$ cat src/rtl/mem_ctrl.sv
`default_nettype none
// ============================================================================
// Module      : mem_ctrl
// Description : Byte-serial memory controller that arbitrates between an
//               instruction-fetch port and a MEM-stage load/store port and
//               drives a byte-wide synchronous RAM.
//               Ports:
//                 clk, rst            - clock, synchronous active-low reset
//                 if_req, if_addr     - 4-byte instruction fetch request
//                 rw_in, addr_in,
//                 data_length_in,
//                 data_in             - MEM-stage load/store request
//                 busy_out, done_out,
//                 IF_or_MEM, data_out - status and completion result
//                 mem_a, mem_dout,
//                 mem_din, mem_wr     - byte-wide RAM interface
// Revision    : 1.0 - initial release
// ============================================================================
module mem_ctrl (
    input  logic        clk,
    input  logic        rst,
    input  logic        if_req,
    input  logic [31:0] if_addr,
    input  logic [1:0]  rw_in,
    input  logic [31:0] addr_in,
    input  logic [2:0]  data_length_in,
    input  logic [31:0] data_in,
    output logic        busy_out,
    output logic        done_out,
    output logic [1:0]  IF_or_MEM,
    output logic [31:0] data_out,
    output logic [31:0] mem_a,
    output logic [7:0]  mem_dout,
    input  logic [7:0]  mem_din,
    output logic        mem_wr
);

    localparam logic [1:0] c_IDLE  = 2'd0;
    localparam logic [1:0] c_READ  = 2'd1;
    localparam logic [1:0] c_WRITE = 2'd2;
    localparam logic [1:0] c_DONE  = 2'd3;

    logic [1:0]  r_state;
    logic [31:0] r_base;
    logic [2:0]  r_len;
    logic [2:0]  r_cnt;
    logic [31:0] r_data;
    logic [31:0] r_buf;
    logic        r_owner_if;
    logic        r_is_write;

    logic [2:0]  w_len_dec;
    logic [31:0] w_addr;
    logic [1:0]  w_buf_idx;
    logic        w_mem_rd_req;
    logic        w_mem_wr_req;

    // Only 1, 2 and 4 byte transfers exist; anything else is a full word.
    always_comb begin
        w_len_dec = 3'd4;
        case (data_length_in)
            3'b001:  w_len_dec = 3'd1;
            3'b010:  w_len_dec = 3'd2;
            default: w_len_dec = 3'd4;
        endcase
    end

    assign w_mem_rd_req = (rw_in == 2'b01);
    assign w_mem_wr_req = (rw_in == 2'b10);

    // 32-bit add wraps naturally modulo 2^32.
    assign w_addr = r_base + {29'd0, r_cnt};

    // RAM read data lags the address by one cycle, so the byte arriving while
    // cnt=k belongs to buffer slot k-1 (cnt=4 maps to slot 3 via 2-bit wrap).
    assign w_buf_idx = r_cnt[1:0] - 2'd1;

    always_ff @(posedge clk) begin
        if (!rst) begin
            r_state    <= c_IDLE;
            r_base     <= 32'd0;
            r_len      <= 3'd0;
            r_cnt      <= 3'd0;
            r_data     <= 32'd0;
            r_buf      <= 32'd0;
            r_owner_if <= 1'b0;
            r_is_write <= 1'b0;
        end else begin
            case (r_state)
                c_IDLE: begin
                    if (w_mem_rd_req || w_mem_wr_req) begin
                        r_base     <= addr_in;
                        r_len      <= w_len_dec;
                        r_data     <= data_in;
                        r_owner_if <= 1'b0;
                        r_is_write <= w_mem_wr_req;
                        r_cnt      <= 3'd0;
                        r_buf      <= 32'd0;
                        r_state    <= w_mem_wr_req ? c_WRITE : c_READ;
                    end else if (if_req) begin
                        r_base     <= if_addr;
                        r_len      <= 3'd4;
                        r_data     <= 32'd0;
                        r_owner_if <= 1'b1;
                        r_is_write <= 1'b0;
                        r_cnt      <= 3'd0;
                        r_buf      <= 32'd0;
                        r_state    <= c_READ;
                    end
                end
                c_READ: begin
                    if (r_cnt != 3'd0) begin
                        r_buf[{w_buf_idx, 3'b000} +: 8] <= mem_din;
                    end
                    r_cnt <= r_cnt + 3'd1;
                    if (r_cnt == r_len) begin
                        r_state <= c_DONE;
                    end
                end
                c_WRITE: begin
                    r_cnt <= r_cnt + 3'd1;
                    if (r_cnt == (r_len - 3'd1)) begin
                        r_state <= c_DONE;
                    end
                end
                default: begin
                    r_state <= c_IDLE;
                end
            endcase
        end
    end

    always_comb begin
        busy_out  = (r_state == c_READ) || (r_state == c_WRITE);
        done_out  = (r_state == c_DONE);
        IF_or_MEM = 2'b00;
        data_out  = 32'd0;
        mem_a     = 32'd0;
        mem_dout  = 8'd0;
        mem_wr    = 1'b0;
        if (r_state == c_DONE) begin
            IF_or_MEM = r_owner_if ? 2'b10 : 2'b01;
            data_out  = r_is_write ? 32'd0 : r_buf;
        end
        // The final READ cycle only collects the last byte; no address is issued.
        if ((r_state == c_READ) && (r_cnt < r_len)) begin
            mem_a = w_addr;
        end
        if (r_state == c_WRITE) begin
            mem_a    = w_addr;
            mem_dout = r_data[{r_cnt[1:0], 3'b000} +: 8];
            mem_wr   = 1'b1;
        end
    end

endmodule
`default_nettype wire

$ cat config.mk
export PLATFORM = sky130hd
export DESIGN_NAME = mem_ctrl
export DESIGN_NICKNAME = d
export VERILOG_FILES = /design/src/rtl/mem_ctrl.sv
export SDC_FILE = /design/constraint.sdc
export NUM_CORES = 1
export LEC_CHECK = 0
export ABC_AREA = 1
export CAP_MARGIN = 5
export CORE_UTILIZATION = 25
export CTS_BUF_LIST = sky130_fd_sc_hd__clkbuf_16
export DETAILED_ROUTE_END_ITERATION = 8
export RECOVER_POWER = 25
export SKIP_LAST_GASP = 1
export SLEW_MARGIN = 20
export SYNTH_ARGS = -nofsm -noshare
export SYNTH_HDL_FRONTEND = slang
export SYNTH_SLANG_ARGS = --single-unit
$ cat constraint.sdc
create_clock -name clk -period 2.6 [get_ports clk]
set_clock_uncertainty 0.2 [all_clocks]
set_input_delay 0.65 -clock clk [delete_from_list [all_inputs] [get_ports clk]]
set_output_delay 0.65 -clock clk [all_outputs]
set_load 0.1 [all_outputs]
==> results of run 1 <==
-- worst max-delay path by stage --
stage / startpoint / end / slack, ns
after detailed placement: rw_in[0] / r_buf[7] / -0.18
after global routing: r_cnt[0] / mem_a[4] / -0.42
after CTS: r_cnt[0] / mem_a[4] / -0.40
after floorplan: r_cnt[2] / mem_a[23] / -0.23
final: r_cnt[0] / mem_a[4] / -0.36
after global placement: rw_in[0] / r_buf[6] / -0.13
-- timing repair --
action | CTS | global route
cloned | 1 | 2
pin swaps | 29 | 30
gates resized for setup | 64 | 79
hold buffers | 0 | 0
setup endpoints to repair | 59 | 40
buffers inserted | 9 | 13
-- sequential cells by signal, summed over array words and instances (netlist names) --
signal      cells
r_owner_if      1
r_buf          32
r_state         2
r_is_write      1
r_len           3
r_data         32
r_cnt           3
r_base         32
-- per-stage QoR --
step	setup WS, ns	cell area [um2]	hold slack (ns)	power (mW)	setup TNS, ns
finish	-0.3612	11450	0.2655	10.21	-8.263
global route	-0.4175	11450	0.2818	10.81	-13.19
CTS	-0.4043	11080	0.2623	9.948	-8.911
detailed placement	-0.1822	10430	0.2495	8.259	-7.955
global placement	-0.1322	10430	0.2440	8.226	-6.149
floorplan	-0.2272	7126	0.2378	6.354	-2.451
-- cells in the mapped netlist, types with 2 or more instances --
| master | number |
|---|---|
| inv_2 | 5 |
| o211ai_1 | 8 |
| nor2_4 | 2 |
| o21ai_1 | 2 |
| ha_1 | 17 |
| a31oi_1 | 34 |
| buf_4 | 3 |
| nand4_1 | 15 |
| clkinv_1 | 5 |
| o21ai_0 | 61 |
| buf_6 | 5 |
| nand2_1 | 320 |
| clkbuf_1 | 32 |
| a21oi_1 | 84 |
| buf_2 | 12 |
| nand3_1 | 38 |
| dfxtp_1 | 106 |
| nand3b_1 | 6 |
| inv_1 | 50 |
| nor3_1 | 5 |
| nand2_2 | 2 |
| nor2_1 | 157 |
| nor2_2 | 4 |
-- metal layers --
metal  share of wire, %  vias up  wire, um  GRT usage (%)
met2                 48      164     10860          29.43
met3                4.5       25      1019          3.282
li1                   -     3697         -              -
met1                 45     3373     10100          21.99
met4                2.0        0       456          5.420
met5                  0        -         0              0
-- layout make-up --
type	instances	area share, %
tap	324	3.540
timing repair buffer	267	30.48
clock buffer	9	1.967
clock inverter	7	0.7320
inverter	60	2.393
sequential	106	18.86
multi-input combinational	772	41.93
timing repair inverter	1	0.09833
-- kinds of logic (layout without fill, tap and decap cells) --
logic type      count (synthesis)  after routing  share of synthesized area [%]
simple gates                  557            557                          36.71
fa+ha+maj                      18             18                          3.758
buf+inv                       112            344                          7.818
compound gates                195            195                          17.17
xor+xnor                        2              2                         0.2829
flops                         106            106                          34.26
-- worst register-to-register path, stage by stage, from the launching register on --
cell and delay, ns:
dfxtp_4 0.36, buf_4 0.16, inv_4 0.05, buf_8 0.16, ha_1 0.37, inv_1 0.09, nand4_1 0.29, o211ai_1 0.32
nand2_1 0.09, nor2_1 0.08
-- power groups by stage --
stage / combinational [mW] / sequential [mW] / clock, mW
finish: 6.40 / 2.37 / 1.44
global route: 6.85 / 2.42 / 1.54
CTS: 6.13 / 2.34 / 1.48
detailed placement: 5.90 / 2.36 / 0
global placement: 5.87 / 2.36 / 0
floorplan: 4.08 / 2.28 / 0
==> impl_metrics.env, run 1 <==
export IMPL_setup_viol=32
export IMPL_synth_top_cell_area_share_pct=34.26
export IMPL_synth_edf_count=0
export IMPL_hold_viol=0
export IMPL_p_sw_mw=5.065
export IMPL_initial_core_util_pct=25.47
export IMPL_instances_no_fill=1546
export IMPL_worstHoldStart="r_data[16]"
export IMPL_ys_flop_type="dfxtp_1"
export IMPL_end_kind="output port"
export IMPL_die_h_um=159.4
export IMPL_area_growth_pct=84.91
export IMPL_rr_worst_depth=9
export IMPL_ys_async_sr_fraction_pct=0
export IMPL_fin_nets=1347
export IMPL_rsz0062_at_grt="yes"
export IMPL_r2r_start="r_cnt[0]"
export IMPL_violations="setup timing"
export IMPL_dpl_hpwl_um=16830
export IMPL_insertedDiodeCount=0
export IMPL_n_fill_cell=2317
export IMPL_layout_cells_most_common="nand2_1"
export IMPL_max_stage_delay_ns=0.36
export IMPL_io_pins=189
export IMPL_p_clk_share_pct=14.1
export IMPL_power_frac_comb_pct=62.7
export IMPL_synth_warnings=0
export IMPL_ant_nets=0
export IMPL_portBuffers=188
export IMPL_vias=7259
export IMPL_syn_area_mm2=0.006193
export IMPL_fin_ws_ns=-0.3612
export IMPL_wl_per_cell_um=14.51
export IMPL_slew_viol_final=0
export IMPL_cts_tree="done"
export IMPL_cap_violations=0
export IMPL_post_synth_top_area_cell="dfxtp_1"
export IMPL_grtUsageTotal_pct=17.30
export IMPL_coreArea_mm2=0.02432
export IMPL_worstPathRequired_ns=1.75
export IMPL_clockRootBuffer="clkbuf_16"
export IMPL_vias_per_cell=4.695
export IMPL_ys_ff_latch=106
export IMPL_worstSkewPairLatency_ns=0.36
export IMPL_grt_pass1_vias=7012
export IMPL_worst_path_buf_inv=3
export IMPL_hold_depth=2
export IMPL_multi_input_area_mm2=0.004802
export IMPL_final_cell_mix="nand2_1, clkdlybuf4s50_1, buf_12"
export IMPL_crit_reg2reg_capture="r_buf[26]"
export IMPL_clock_sinks=106
export IMPL_drive_above_1_share_pct=32.08
export IMPL_max_freq_mhz=337.7
export IMPL_worstPathMaxFanout=3
export IMPL_antenna_found_initial=0
export IMPL_yosysSeqAreaShare_pct=34.26
export IMPL_p_sw_share_pct=49.63
export IMPL_drt_initial_drc_count=310
export IMPL_cp_cell_sequence="ha_4 -> fa_2 -> nand2_2 -> nand2_2 -> nand2_4 -> inv_2 -> or2_4 -> nand3_4 -> clkinvlp_4 -> buf_12"
export IMPL_path_clk_slew_ns=0.09
export IMPL_synth_cell_types=40
export IMPL_seq_power_share_pct=23.2
export IMPL_final_util_pct=47.09
export IMPL_regArea_mm2=0.002160
export IMPL_path_class="flop to output port"
export IMPL_grt_max_degree=44
export IMPL_ff2ff_setup_slack_ns=0.37
export IMPL_critPathMostFrequentCell="nand2_2"
export IMPL_crit_family="simple AND/OR/NAND/NOR gates"
export IMPL_hold_class="flop to flop"
export IMPL_min_to="r_data[16]"
export IMPL_period_needed_ns=2.961
export IMPL_synth_cells=990
export IMPL_numCtsBuffers=9
export IMPL_cp_slowest_cell="dfxtp_4"
export IMPL_cp_depth=10
export IMPL_grt_pass1_wl_um=35470
export IMPL_drtPass1Iterations=5
export IMPL_min_period_over_period_pct=113.9
export IMPL_row_count=57
export IMPL_routed_wl_um=22440
export IMPL_p_leak_nw=4.103
export IMPL_h_tree_depth=3
export IMPL_synth_nets=1120
export IMPL_p_int_mw=5.141
export IMPL_gp_congestion=0.8154
export IMPL_crit_arrival_ns=2.11
export IMPL_avgSynthCellArea_um2=6.256
export IMPL_ys_top_cells_by_area="dfxtp_1, nand2_1, nor2_1"
export IMPL_drcViolationCount=0
export IMPL_relSlewSlack_pct=65.62
export IMPL_startpoint_type="flop"
export IMPL_cts_path_max_buffers=2
export IMPL_vdd_drop_max_mv=0.4961
export IMPL_powerDensity_mw_per_mm2=891.2
export IMPL_die_area_mm2=0.02541
export IMPL_grt_overflow_total=0
export IMPL_placed_cells=1505
export IMPL_tightest_slew_ns=0.5129
export IMPL_status="complete, but fails checks"
export IMPL_die_w_um=159.4
No activity file was read; power rests on OpenSTA's default activity.
==> run 2: changes to the inputs <==
--- a/config.mk
+++ b/config.mk
@@ -6,6 +6,7 @@
 export NUM_CORES = 1
 export LEC_CHECK = 0
 export ABC_AREA = 1
+export ABC_CLOCK_PERIOD_IN_PS = 2600
 export CAP_MARGIN = 5
 export CORE_UTILIZATION = 25
 export CTS_BUF_LIST = sky130_fd_sc_hd__clkbuf_16
==> results of run 2 <==
No change in the layout: final DEF, timing and power equal those of run 1.
